### config.mk
export PLATFORM = sky130hd
export DESIGN_NAME = main_ctrl_fsm_flat
export DESIGN_NICKNAME = d
export VERILOG_FILES = /design/src/rtl/main_ctrl_fsm_pkg.sv /design/src/rtl/main_ctrl_fsm_if.sv /design/src/rtl/main_ctrl_fsm.sv /design/src/flat_wrapper.sv
export SDC_FILE = /design/constraint.sdc
export NUM_CORES = 1
export LEC_CHECK = 0
export BUFFER_PORTS_ARGS = -buffer_cell sky130_fd_sc_hd__buf_2
export CAP_MARGIN = 15
export CORE_UTILIZATION = 39
export DETAILED_ROUTE_END_ITERATION = 10
export HOLD_SLACK_MARGIN = 0.08
export PLACE_DENSITY = 0.83
export SETUP_SLACK_MARGIN = 0.4
export SYNTH_ARGS = -nofsm -noshare
export SYNTH_HDL_FRONTEND = slang
export SYNTH_SLANG_ARGS = --single-unit
### constraint.sdc
create_clock -name clk -period 1.35 [get_ports clk]
set_input_delay 0.27 -clock clk [delete_from_list [all_inputs] [get_ports clk]]
set_output_delay 0.27 -clock clk [all_outputs]
set_load 0.01 [all_outputs]
### src/rtl/main_ctrl_fsm_pkg.sv
// Shared constants for the multicycle main control unit: opcodes, the
// controller state encoding, and the ALU/mux select codes that the
// datapath and ALU_ctrl decode.
package main_ctrl_fsm_pkg;

  // Supported instruction opcodes (instruction[31:26])
  localparam logic [5:0] OP_RTYPE = 6'b000000;
  localparam logic [5:0] OP_J     = 6'b000010;
  localparam logic [5:0] OP_BEQ   = 6'b000100;
  localparam logic [5:0] OP_ADDI  = 6'b001000;
  localparam logic [5:0] OP_LW    = 6'b100011;
  localparam logic [5:0] OP_SW    = 6'b101011;

  // ALU_op codes, shared with ALU_ctrl
  localparam logic [1:0] ALUOP_ADD   = 2'b00;
  localparam logic [1:0] ALUOP_SUB   = 2'b01;
  localparam logic [1:0] ALUOP_RTYPE = 2'b10;

  // ALU B operand select
  localparam logic [1:0] SRCB_RT      = 2'b00;
  localparam logic [1:0] SRCB_FOUR    = 2'b01;
  localparam logic [1:0] SRCB_IMM     = 2'b10;
  localparam logic [1:0] SRCB_IMM_SH2 = 2'b11;

  // PC input select
  localparam logic [1:0] PCSRC_ALU    = 2'b00;
  localparam logic [1:0] PCSRC_ALUOUT = 2'b01;
  localparam logic [1:0] PCSRC_JUMP   = 2'b10;

  // Controller states; codes 12..15 are unreachable
  typedef enum logic [3:0] {
    S_FETCH  = 4'd0,
    S_DECODE = 4'd1,
    S_MEMADR = 4'd2,
    S_MEMRD  = 4'd3,
    S_MEMWB  = 4'd4,
    S_MEMWR  = 4'd5,
    S_EXEC   = 4'd6,
    S_ALUWB  = 4'd7,
    S_BRANCH = 4'd8,
    S_ADDIEX = 4'd9,
    S_ADDIWB = 4'd10,
    S_JUMP   = 4'd11
  } state_t;

  // State that follows DECODE for a given opcode; unsupported opcodes
  // return to FETCH (the caller flags them as illegal).
  function automatic state_t decode_target(input logic [5:0] op);
    state_t s;
    case (op)
      OP_LW, OP_SW: s = S_MEMADR;
      OP_RTYPE:     s = S_EXEC;
      OP_BEQ:       s = S_BRANCH;
      OP_ADDI:      s = S_ADDIEX;
      OP_J:         s = S_JUMP;
      default:      s = S_FETCH;
    endcase
    return s;
  endfunction

  function automatic logic is_legal(input logic [5:0] op);
    return (op == OP_LW) || (op == OP_SW) || (op == OP_RTYPE) ||
           (op == OP_BEQ) || (op == OP_ADDI) || (op == OP_J);
  endfunction

endpackage

### src/rtl/main_ctrl_fsm_if.sv
// Bus between the datapath (master) and the main controller (slave).
// Memory handshake: the controller holds mem_read or mem_write high and a
// state that needs memory does not advance until a cycle in which
// mem_ready is 1; that cycle completes the access. mem_ready has no
// meaning in states that issue no memory request.
interface main_ctrl_fsm_if;
  import main_ctrl_fsm_pkg::*;

  logic [5:0] opcode;
  logic       mem_ready;
  logic       PC_write;
  logic       PC_write_cond;
  logic       IorD;
  logic       mem_read;
  logic       mem_write;
  logic       IR_write;
  logic       mem_to_reg;
  logic       reg_write;
  logic       reg_dst;
  logic       ALU_src_A;
  logic [1:0] ALU_src_B;
  logic [1:0] PC_source;
  logic [1:0] ALU_op;
  logic       illegal_op;
  state_t     dbg_state;

  modport master (
    output opcode, mem_ready,
    input  PC_write, PC_write_cond, IorD, mem_read, mem_write, IR_write,
           mem_to_reg, reg_write, reg_dst, ALU_src_A, ALU_src_B, PC_source,
           ALU_op, illegal_op, dbg_state
  );

  modport slave (
    input  opcode, mem_ready,
    output PC_write, PC_write_cond, IorD, mem_read, mem_write, IR_write,
           mem_to_reg, reg_write, reg_dst, ALU_src_A, ALU_src_B, PC_source,
           ALU_op, illegal_op, dbg_state
  );
endinterface

### src/rtl/main_ctrl_fsm.sv
// Multicycle Moore main controller. Outputs are decoded from the state
// register alone, except IR_write/PC_write in FETCH which are qualified by
// mem_ready so the instruction and PC+4 are captured only when the fetch
// completes. The current state is exported on bus.dbg_state.
module main_ctrl_fsm
  import main_ctrl_fsm_pkg::*;
(
  input  logic            clk,
  input  logic            rst,
  main_ctrl_fsm_if.slave  bus
);

  state_t     state;
  state_t     state_nx;

  logic       pc_write;
  logic       pc_write_cond;
  logic       iord;
  logic       mem_read;
  logic       mem_write;
  logic       ir_write;
  logic       mem_to_reg;
  logic       reg_write;
  logic       reg_dst;
  logic       alu_src_a;
  logic [1:0] alu_src_b;
  logic [1:0] pc_source;
  logic [1:0] alu_op;
  logic       illegal_op;

  // State register; reset wins over every transition, including memory waits
  always_ff @(posedge clk) begin
    if (rst) state <= S_FETCH;
    else     state <= state_nx;
  end

  // Next-state and Moore output decode; everything defaults to 0
  always_comb begin
    state_nx      = S_FETCH;
    pc_write      = 1'b0;
    pc_write_cond = 1'b0;
    iord          = 1'b0;
    mem_read      = 1'b0;
    mem_write     = 1'b0;
    ir_write      = 1'b0;
    mem_to_reg    = 1'b0;
    reg_write     = 1'b0;
    reg_dst       = 1'b0;
    alu_src_a     = 1'b0;
    alu_src_b     = SRCB_RT;
    pc_source     = PCSRC_ALU;
    alu_op        = ALUOP_ADD;
    illegal_op    = 1'b0;
    case (state)
      S_FETCH: begin
        mem_read  = 1'b1;
        alu_src_b = SRCB_FOUR;
        ir_write  = bus.mem_ready;
        pc_write  = bus.mem_ready;
        state_nx  = bus.mem_ready ? S_DECODE : S_FETCH;
      end
      S_DECODE: begin
        // Precompute the branch target while the opcode is decoded
        alu_src_b  = SRCB_IMM_SH2;
        state_nx   = decode_target(bus.opcode);
        illegal_op = !is_legal(bus.opcode);
      end
      S_MEMADR: begin
        alu_src_a = 1'b1;
        alu_src_b = SRCB_IMM;
        state_nx  = (bus.opcode == OP_LW) ? S_MEMRD : S_MEMWR;
      end
      S_MEMRD: begin
        mem_read = 1'b1;
        iord     = 1'b1;
        state_nx = bus.mem_ready ? S_MEMWB : S_MEMRD;
      end
      S_MEMWB: begin
        reg_write  = 1'b1;
        mem_to_reg = 1'b1;
      end
      S_MEMWR: begin
        mem_write = 1'b1;
        iord      = 1'b1;
        state_nx  = bus.mem_ready ? S_FETCH : S_MEMWR;
      end
      S_EXEC: begin
        alu_src_a = 1'b1;
        alu_op    = ALUOP_RTYPE;
        state_nx  = S_ALUWB;
      end
      S_ALUWB: begin
        reg_write = 1'b1;
        reg_dst   = 1'b1;
      end
      S_BRANCH: begin
        alu_src_a     = 1'b1;
        alu_op        = ALUOP_SUB;
        pc_write_cond = 1'b1;
        pc_source     = PCSRC_ALUOUT;
      end
      S_ADDIEX: begin
        alu_src_a = 1'b1;
        alu_src_b = SRCB_IMM;
        state_nx  = S_ADDIWB;
      end
      S_ADDIWB: begin
        reg_write = 1'b1;
      end
      S_JUMP: begin
        pc_write  = 1'b1;
        pc_source = PCSRC_JUMP;
      end
      // Unreachable encodings: all outputs stay 0, recover to FETCH
      default: state_nx = S_FETCH;
    endcase
  end

  assign bus.PC_write      = pc_write;
  assign bus.PC_write_cond = pc_write_cond;
  assign bus.IorD          = iord;
  assign bus.mem_read      = mem_read;
  assign bus.mem_write     = mem_write;
  assign bus.IR_write      = ir_write;
  assign bus.mem_to_reg    = mem_to_reg;
  assign bus.reg_write     = reg_write;
  assign bus.reg_dst       = reg_dst;
  assign bus.ALU_src_A     = alu_src_a;
  assign bus.ALU_src_B     = alu_src_b;
  assign bus.PC_source     = pc_source;
  assign bus.ALU_op        = alu_op;
  assign bus.illegal_op    = illegal_op;
  assign bus.dbg_state     = state;

endmodule

### src/flat_wrapper.sv
// flat-port wrapper written by rule: the top's interface ports become plain ports
module main_ctrl_fsm_flat import main_ctrl_fsm_pkg::*;
  (clk, rst, bus_opcode, bus_mem_ready, bus_PC_write, bus_PC_write_cond, bus_IorD, bus_mem_read, bus_mem_write, bus_IR_write, bus_mem_to_reg, bus_reg_write, bus_reg_dst, bus_ALU_src_A, bus_ALU_src_B, bus_PC_source, bus_ALU_op, bus_illegal_op, bus_dbg_state);
  main_ctrl_fsm_if bus_i ();
  input  logic clk;
  input  logic rst;
  input wire logic [$bits(bus_i.opcode)-1:0] bus_opcode;
  input wire logic [$bits(bus_i.mem_ready)-1:0] bus_mem_ready;
  output wire logic [$bits(bus_i.PC_write)-1:0] bus_PC_write;
  output wire logic [$bits(bus_i.PC_write_cond)-1:0] bus_PC_write_cond;
  output wire logic [$bits(bus_i.IorD)-1:0] bus_IorD;
  output wire logic [$bits(bus_i.mem_read)-1:0] bus_mem_read;
  output wire logic [$bits(bus_i.mem_write)-1:0] bus_mem_write;
  output wire logic [$bits(bus_i.IR_write)-1:0] bus_IR_write;
  output wire logic [$bits(bus_i.mem_to_reg)-1:0] bus_mem_to_reg;
  output wire logic [$bits(bus_i.reg_write)-1:0] bus_reg_write;
  output wire logic [$bits(bus_i.reg_dst)-1:0] bus_reg_dst;
  output wire logic [$bits(bus_i.ALU_src_A)-1:0] bus_ALU_src_A;
  output wire logic [$bits(bus_i.ALU_src_B)-1:0] bus_ALU_src_B;
  output wire logic [$bits(bus_i.PC_source)-1:0] bus_PC_source;
  output wire logic [$bits(bus_i.ALU_op)-1:0] bus_ALU_op;
  output wire logic [$bits(bus_i.illegal_op)-1:0] bus_illegal_op;
  output wire logic [$bits(bus_i.dbg_state)-1:0] bus_dbg_state;
  assign bus_i.opcode = bus_opcode;
  assign bus_i.mem_ready = bus_mem_ready;
  assign bus_PC_write = bus_i.PC_write;
  assign bus_PC_write_cond = bus_i.PC_write_cond;
  assign bus_IorD = bus_i.IorD;
  assign bus_mem_read = bus_i.mem_read;
  assign bus_mem_write = bus_i.mem_write;
  assign bus_IR_write = bus_i.IR_write;
  assign bus_mem_to_reg = bus_i.mem_to_reg;
  assign bus_reg_write = bus_i.reg_write;
  assign bus_reg_dst = bus_i.reg_dst;
  assign bus_ALU_src_A = bus_i.ALU_src_A;
  assign bus_ALU_src_B = bus_i.ALU_src_B;
  assign bus_PC_source = bus_i.PC_source;
  assign bus_ALU_op = bus_i.ALU_op;
  assign bus_illegal_op = bus_i.illegal_op;
  assign bus_dbg_state = bus_i.dbg_state;
  main_ctrl_fsm u_core (.clk(clk), .rst(rst), .bus(bus_i));
endmodule
==> results.tsv, run 1 <==
stage	metric	value	unit
floorplanning	die_h	40.33	um
floorplanning	die_x	40.33	um
yosys	synth_flop_cell	dfxtp_1	
sta	grt_repair_worst_endpoint	bus_reg_write	
yosys	synth_cells	73	
yosys	synth_area	573.1	um2
run_status	stop_stage	global routing (5_1_grt)	
placement	dpl.hpwl	1.331	mm
clock_tree	clockBufferDepth	2	
yosys	synth_edf_count	0	
floorplanning	ioPinCount	30	
placement	place.gp.congestion	0.7726	
yosys	synth_seq_cells	4	
floorplanning	rows	13	
grt	antenna_found_initial	0	
clock_tree	root_buffer	clkbuf_4	
clock_tree	cts_buffers	3	
clock_tree	htreeDepth	1	
grt	grt_max_degree	11	
yosys	seq_area_frac_synth	13.97	%
yosys	synth.area.top_cells	dfxtp_1 (14%), nor3_1 (6.1%), nor2_1 (5.2%)	
yosys	yosysUniqueCellTypes	38	
placement	numPortBuffers	29	
yosys	synth_top_area_share	13.97	%
yosys	async_reset_ff_share	0	%
sta	worstEpCategory	top-level output	
run_status	first-error	[ERROR DPL-0033] detailed placement checks failed during check placement.	
floorplanning	initial_utilization	42.96	%
yosys	yosysWarnings	0	
clock_tree	numClockSinks	4	
run_status	status	aborted with a tool error	
yosys	synth_area_per_cell	7.850	um2
yosys	synth_top_cell_by_area	dfxtp_1	
yosys	syn-num-nets	82	
placement	place_area	845.8	um2
cell families after synthesis:
logic type | after synthesis | synth area share (%)
buf+inv | 9 | 15.50
compound gates | 17 | 22.71
flops | 4 | 13.97
xor+xnor | 4 | 6.115
simple gates | 37 | 37.77
mux | 2 | 3.930
cells in the mapped netlist (2+ instances only):
master / count
and2_1: 2
buf_4: 3
nor2b_1: 2
nor2_1: 8
nor4_1: 2
o21ai_1: 2
mux2_2: 2
nor3_1: 7
nand3b_1: 2
xor2_1: 2
xnor2_1: 2
buf_6: 2
and3_1: 2
nand2b_1: 3
a21oi_1: 3
dfxtp_1: 4
o21ai_0: 2
nand2_1: 3
metrics by stage:
stage | setup WS, ns | cells
2_1_floorplan | 0.04429 | 73
3_3_place_gp | -0.004391 | 125
3_5_place_dp | -0.05055 | 125
4_1_cts | -0.1771 | 142
timing repair:
action | in CTS
endpoints found under the hold margin | 0
pin swaps | 8
hold buffers | 0
buffers inserted | 13
endpoints found under the setup margin | 25
resized for setup | 43
==> run 2, diff against run 1 <==
--- a/config.mk
+++ b/config.mk
@@ -7,11 +7,10 @@
 export LEC_CHECK = 0
 export BUFFER_PORTS_ARGS = -buffer_cell sky130_fd_sc_hd__buf_2
 export CAP_MARGIN = 15
-export CORE_UTILIZATION = 39
+export CORE_AREA = 2 2 63 65
 export DETAILED_ROUTE_END_ITERATION = 10
-export HOLD_SLACK_MARGIN = 0.08
-export PLACE_DENSITY = 0.83
-export SETUP_SLACK_MARGIN = 0.4
+export DIE_AREA = 0 0 65 67
+export PLACE_DENSITY_LB_ADDON = 0.15
 export SYNTH_ARGS = -nofsm -noshare
 export SYNTH_HDL_FRONTEND = slang
 export SYNTH_SLANG_ARGS = --single-unit
==> constraint.sdc (replaced) <==
create_clock -name clk -period 1.76 [get_ports clk]
set_input_delay 0.352 -clock clk [delete_from_list [all_inputs] [get_ports clk]]
set_output_delay 0.352 -clock clk [all_outputs]
set_load 0.01 [all_outputs]
==> results.tsv, run 2 <==
stage	metric	value	unit	change
grt	grt_max_degree	14		
hold_path	min_from	rst		
layout	fillCellCount	427		
critical_path	reg2reg_depth	5		
sta	setup_viol	0		
yosys	yosysWarnings	0		unchanged
clock_tree	numClockSinks	4		unchanged
yosys	synth_common_cells	nor2_1 (8), nor3_1 (7), dfxtp_1 (4)		
hold_path	holdCritPathClass	input port to register		
yosys	synth_area_per_cell	7.850	um2	unchanged
drt	avgRoutedWirePerCell	11.34	um	
critical_path	cp_slowest_cell	dfxtp_4		
yosys	synth_seq_cells	4		unchanged
clock_tree	post_cts_buffers	0		-13
yosys	synth_top_area_share	13.97	%	unchanged
yosys	synth_area	573.1	um2	unchanged
clock_tree	cts_tree	yes		
yosys	synth_edf_count	0		unchanged
floorplanning	initial_utilization	15.89	%	-27 points
layout	syn_to_final_growth	43.89	%	
critical_path	arrival	1.31	ns	
layout	seqCellArea	87.58	um2	
power_and_ir_drop	powerDensity	455.8	mW/mm2	
clock_tree	clock_latency	0.21	ns	
grt	grt_use_total	8.567	%	
floorplanning	die_x	65	um	+61%
drt	via_per_inst	4.143		
drt	dr_total_vias	638		
layout	multi_input_area	419.2	um2	
drt	routed_wl	1.747	mm	
yosys	synth.area.top_cells	dfxtp_1 (14%), nor3_1 (6.1%), nor2_1 (5.2%)		
clock_tree	htreeDepth	1		unchanged
sta	slew_headroom	75.13	%	
critical_path	end_kind	primary output		
clock_tree	clk_pin_slew	0.03	ns	
sta	grt_setup_unrepaired	no		
sta	finalCritPeriodShare	94.46	%	
sta	drv_slew	0		
floorplanning	die_area	0.004355	mm2	
critical_path	slowest_delay	0.39	ns	
placement	dpl.hpwl	1.423	mm	+6.9%
sta	finalSetupTns	0	ns	
placement	placed_cells	151		+21%
layout	nets	117		
grt	gr-total-overflow	0		
sta	max_freq	601.5	MHz	
layout	antenna_cells	0		
placement	place_area	760.7	um2	-10%
floorplanning	rows	22		+9
layout	drive_above_1_share	51.89	%	
yosys	syn-num-nets	82		unchanged
yosys	synth_cells	73		unchanged
hold_path	holdPathStages	2		
layout	final_cells	154		
drt	ant_nets	0		
sta	skew	0.0008204	ns	
clock_tree	clockBufferDepth	2		unchanged
run_status	status	completed		
critical_path	path_class	register to primary output		
power_and_ir_drop	vdd_drop_max	0.1821	mV	
drt	first_pass_iters	4		
critical_path	critPathLaunchType	register		
yosys	yosysUniqueCellTypes	38		unchanged
layout	final_common_cell	buf_2		
sta	worstMarginPinSlew	0.3678	ns	
yosys	synth_top_cell_by_area	dfxtp_1		
critical_path	r2r_slack	0.25	ns	
yosys	async_reset_ff_share	0	%	unchanged
critical_path	cp_max_fo	11		
floorplanning	die_h	67	um	+66%
placement	place.gp.congestion	0.6962		-9.9%
grt	antenna_found_initial	0		
layout	final_cell_mix	buf_2 (29), buf_4 (9), nor3_1 (7), nor2_1 (7)		
clock_tree	root_buffer	clkbuf_8		
clock_tree	cts_buffers	3		unchanged
critical_path	r2r_end	u_core.bus.dbg_state[2]$_SDFF_PP0_		
power_and_ir_drop	p_leak	0.0003738	uW	
drt	drc_errors	0		
drt	drt_iter0_markers	30		
grt	grt_pass1_vias	613		
placement	dp_slack	0.1093	ns	+0.1599 ns
floorplanning	ioPinCount	30		unchanged
yosys	yosysMostFrequentCell	nor2_1		
critical_path	crit_chain	inv_2 > nand2_1 > mux2_2 > o22ai_1 > buf_2		
sta	setup_slack	0.09745	ns	
clock_tree	cts_hold_buf	0		unchanged
clock_tree	ctsResizeCount	4		-91%
critical_path	crit_required	1.41	ns	
sta	hold_viol	0		
hold_path	min_to	u_core.bus.dbg_state[3]$_SDFF_PP0_		
job	max_cap_viol_count	0		
placement	numPortBuffers	29		unchanged
layout	final_area	824.5	um2	
sta	hold_slack	0.3252	ns	
layout	largest_reg_flops	4		
grt	grt_first_pass_wirelength	2.829	mm	
sta	fin_crit	1.663	ns	
critical_path	timing.rr.start	u_core.bus.dbg_state[2]$_SDFF_PP0_		
yosys	seq_area_frac_synth	13.97	%	unchanged
floorplanning	core	0.003606	mm2	
yosys	synth_flop_cell	dfxtp_1		
==> run 2: per-layer routing <==
metal	GRT usage, %	wire length (um)	vias up
li1	-	-	331
met1	10.83	809	280
met2	13.14	800	23
met3	2.196	99	4
met4	4.787	38	0
met5	0	0	-
==> run 2: through the flow <==
step	power, uW	utilization [%]
final	375.8	22.87
after global routing	401.4	22.87
after CTS	381.5	22.59
after detailed placement	189.5	21.10
after global placement	190.1	21.10
after floorplan	149.6	-
==> run 2: critical path, delay by kind of cell, from the launching register on <==
family,cells,cell delay [ns]
muxes,1,0.26
buffers and inverters,2,0.25
DFF,1,0.39
and+or+nand+nor,1,0.07
AOI/OAI and AO/OA,1,0.12
==> run 2: layout make-up <==
cell class,instances,share of cell area (%)
clock buffer,3,5.008
inverter,1,0.4552
multi-input combinational,60,50.83
sequential,4,10.62
tap,48,7.284
timing repair buffer,38,25.80
==> run 2: worst max-delay path by stage <==
stage	from	to	slack [ns]	depth (start not counted)
after floorplan	u_core.bus.dbg_state[2]$_SDFF_PP0_	bus_reg_write	0.17	4
final	u_core.bus.dbg_state[3]$_SDFF_PP0_	bus_reg_write	0.1	5
after detailed placement	u_core.bus.dbg_state[3]$_SDFF_PP0_	bus_reg_write	0.11	4
after global routing	u_core.bus.dbg_state[1]$_SDFF_PP0_	bus_ALU_src_B[1]	0.02	4
after global placement	u_core.bus.dbg_state[3]$_SDFF_PP0_	bus_reg_write	0.12	4
after CTS	u_core.bus.dbg_state[2]$_SDFF_PP0_	bus_reg_write	0.003	4
==> run 2: report_power, final <==
group | switching, uW | leakage, uW | internal (uW) | total (uW)
sequential | 6.31 | 0.0000346 | 92.3 | 98.6
clock | 44.1 | 0.0000216 | 146 | 190
combinational | 45.2 | 0.000318 | 42.4 | 87.7
==> run 2: kinds of logic (layout without fill, tap and decap cells) <==
group / Yosys count / in the layout / share of synthesized area (%)
xor+xnor: 4 / 4 / 6.115
flops: 4 / 4 / 13.97
mux: 2 / 2 / 3.930
buf+inv: 9 / 42 / 15.50
simple gates: 37 / 37 / 37.77
compound gates: 17 / 17 / 22.71
No activity file was read; power rests on OpenSTA's default activity.
==> run 3, diff against run 2 <==
--- a/config.mk
+++ b/config.mk
@@ -11,6 +11,7 @@
 export DETAILED_ROUTE_END_ITERATION = 10
 export DIE_AREA = 0 0 65 67
 export PLACE_DENSITY_LB_ADDON = 0.15
+export SETUP_SLACK_MARGIN = 0.5
 export SYNTH_ARGS = -nofsm -noshare
 export SYNTH_HDL_FRONTEND = slang
 export SYNTH_SLANG_ARGS = --single-unit
==> results.tsv, run 3 (synthesis results as in run 2) <==
stage	metric	value	unit	change
sta	worstMarginPinSlew	0.2845	ns	-0.08333 ns
sta	grt_setup_unrepaired	yes		
hold_path	holdCritPathClass	input port to register		
grt	gr-total-overflow	0		unchanged
floorplanning	ioPinCount	30		unchanged
clock_tree	root_buffer	clkbuf_8		
sta	skew	0.008902	ns	+0.008082 ns
layout	nets	135		+15%
drt	dr_total_vias	716		+12%
sta	finalCritPeriodShare	89.46	%	-5.0 points
clock_tree	numClockSinks	4		unchanged
layout	final_cells	173		+12%
power_and_ir_drop	powerDensity	369.4	mW/mm2	-19%
sta	hold_viol	0		unchanged
placement	placed_cells	143		-5.3%
placement	dpl.hpwl	1.314	mm	-7.6%
drt	first_pass_iters	4		unchanged
floorplanning	initial_utilization	15.89	%	unchanged
sta	fin_crit	1.574	ns	-0.08809 ns
grt	grt_pass1_vias	631		+2.9%
power_and_ir_drop	vdd_drop_max	0.1717	mV	-5.7%
critical_path	end_kind	primary output		
layout	final_common_cell	buf_2		
floorplanning	core	0.003606	mm2	unchanged
layout	seqCellArea	95.09	um2	+8.6%
sta	max_freq	635.1	MHz	+5.6%
power_and_ir_drop	comb_power_share	30.9	%	+7.6 points
floorplanning	die_x	65	um	unchanged
drt	avgRoutedWirePerCell	11.72	um	+3.3%
critical_path	arrival	1.22	ns	-0.09 ns
sta	drv_slew	0		unchanged
drt	ant_nets	0		unchanged
power_and_ir_drop	power	439.6	uW	+17%
layout	final_cell_mix	buf_2 (24), buf_4 (20), buf_6 (10)		
sta	slew_headroom	80.99	%	+5.9 points
clock_tree	clockBufferDepth	2		unchanged
layout	multi_input_area	565.5	um2	+35%
clock_tree	clk_pin_slew	0.04	ns	about the same
power_and_ir_drop	p_seq_share	21.7	%	-4.5 points
power_and_ir_drop	p_int	319.1	uW	+14%
sta	finalSetupTns	0	ns	unchanged
power_and_ir_drop	p_sw_share	27.41	%	+2.0 points
run_status	status	completed		
drt	drc_errors	0		unchanged
grt	grt_max_degree	14		unchanged
drt	drt_iter0_markers	35		+17%
job	max_cap_viol_count	0		unchanged
drt	routed_wl	2.028	mm	+16%
clock_tree	htreeDepth	1		unchanged
drt	via_per_inst	4.139		about the same
critical_path	crit_required	1.41	ns	about the same
power_and_ir_drop	clkPwrFrac	47.4	%	-3.0 points
layout	final_core_util	33.00	%	+10 points
sta	setup_viol	0		unchanged
power_and_ir_drop	p_leak	0.0005244	uW	+40%
clock_tree	cts_buffers	3		unchanged
power_and_ir_drop	p_switching	120.5	uW	+26%
grt	grt_use_total	8.894	%	+0.33 points
layout	antenna_cells	0		unchanged
floorplanning	die_area	0.004355	mm2	unchanged
floorplanning	rows	22		unchanged
floorplanning	die_h	67	um	unchanged
clock_tree	cts_tree	yes		
placement	place.gp.congestion	0.6622		-4.9%
grt	grt_first_pass_wirelength	2.918	mm	+3.1%
placement	numPortBuffers	29		unchanged
layout	drive_above_1_share	75.20	%	+23 points
critical_path	path_class	register to primary output		
layout	largest_reg_flops	4		unchanged
grt	antenna_found_initial	0		unchanged
layout	fillCellCount	384		-10%
critical_path	critPathLaunchType	register		
layout	syn_to_final_growth	107.6	%	
sta	hold_slack	0.3131	ns	-0.01213 ns
clock_tree	clock_latency	0.22	ns	about the same
critical_path	cp_max_fo	5		-6
## run 3: final timing paths
check | cells after the start | slack [ns] | from | to
max | 5 | 0.19 | u_core.bus.dbg_state[3]$_SDFF_PP0_ | bus_reg_write
min | 2 | 0.31 | rst | u_core.bus.dbg_state[3]$_SDFF_PP0_
min reg2reg | 2 | 0.58 | u_core.bus.dbg_state[0]$_SDFF_PP0_ | u_core.bus.dbg_state[3]$_SDFF_PP0_
max reg2reg | 6 | 0.31 | u_core.bus.dbg_state[1]$_SDFF_PP0_ | u_core.bus.dbg_state[2]$_SDFF_PP0_
## run 3: final cells by class
cell class | instances | area share [%]
timing repair buffer | 56 | 35.12
tap | 48 | 5.047
inverter | 1 | 0.5258
clock buffer | 4 | 3.785
sequential | 4 | 7.992
multi-input combinational | 60 | 47.53
## run 3: metrics by stage
stage | cell area (um2) | worst slack, ns
after floorplan | 639.4 | 0.3720
after global placement | 757.0 | 0.1712
after detailed placement | 757.0 | 0.1957
after CTS | 989.7 | 0.1839
after global routing | 1190 | 0.1431
final | 1190 | 0.1855
## run 3: critical path, cell delays in order, from the launching register on
cell	delay (ns)
dfxtp_4	0.37
inv_4	0.07
nand2_4	0.06
mux2_4	0.27
o22ai_2	0.08
buf_2	0.14
## run 3: layer usage
metal	routed length, um	track usage (%)	vias up
li1	-	-	373
met1	967	11.46	315
met2	918	14.05	26
met3	115	1.520	2
met4	27	4.787	0
met5	0	0	-
## run 3: what timing repair did
action | in CTS | in global routing
buffers inserted | 15 | 11
setup endpoints to repair | 22 | 23
pin swaps | 3 | 9
hold buffers | 0 | 0
resized for setup | 15 | 28
## run 3: power by group through the flow
stage,Sequential [uW],Clock (uW),Combinational (uW)
after floorplan,97.3,0,57.6
after global placement,104,0,81.1
after detailed placement,103,0,80.3
after CTS,95.6,212,105
after global routing,96.1,217,146
final,95.5,208,136
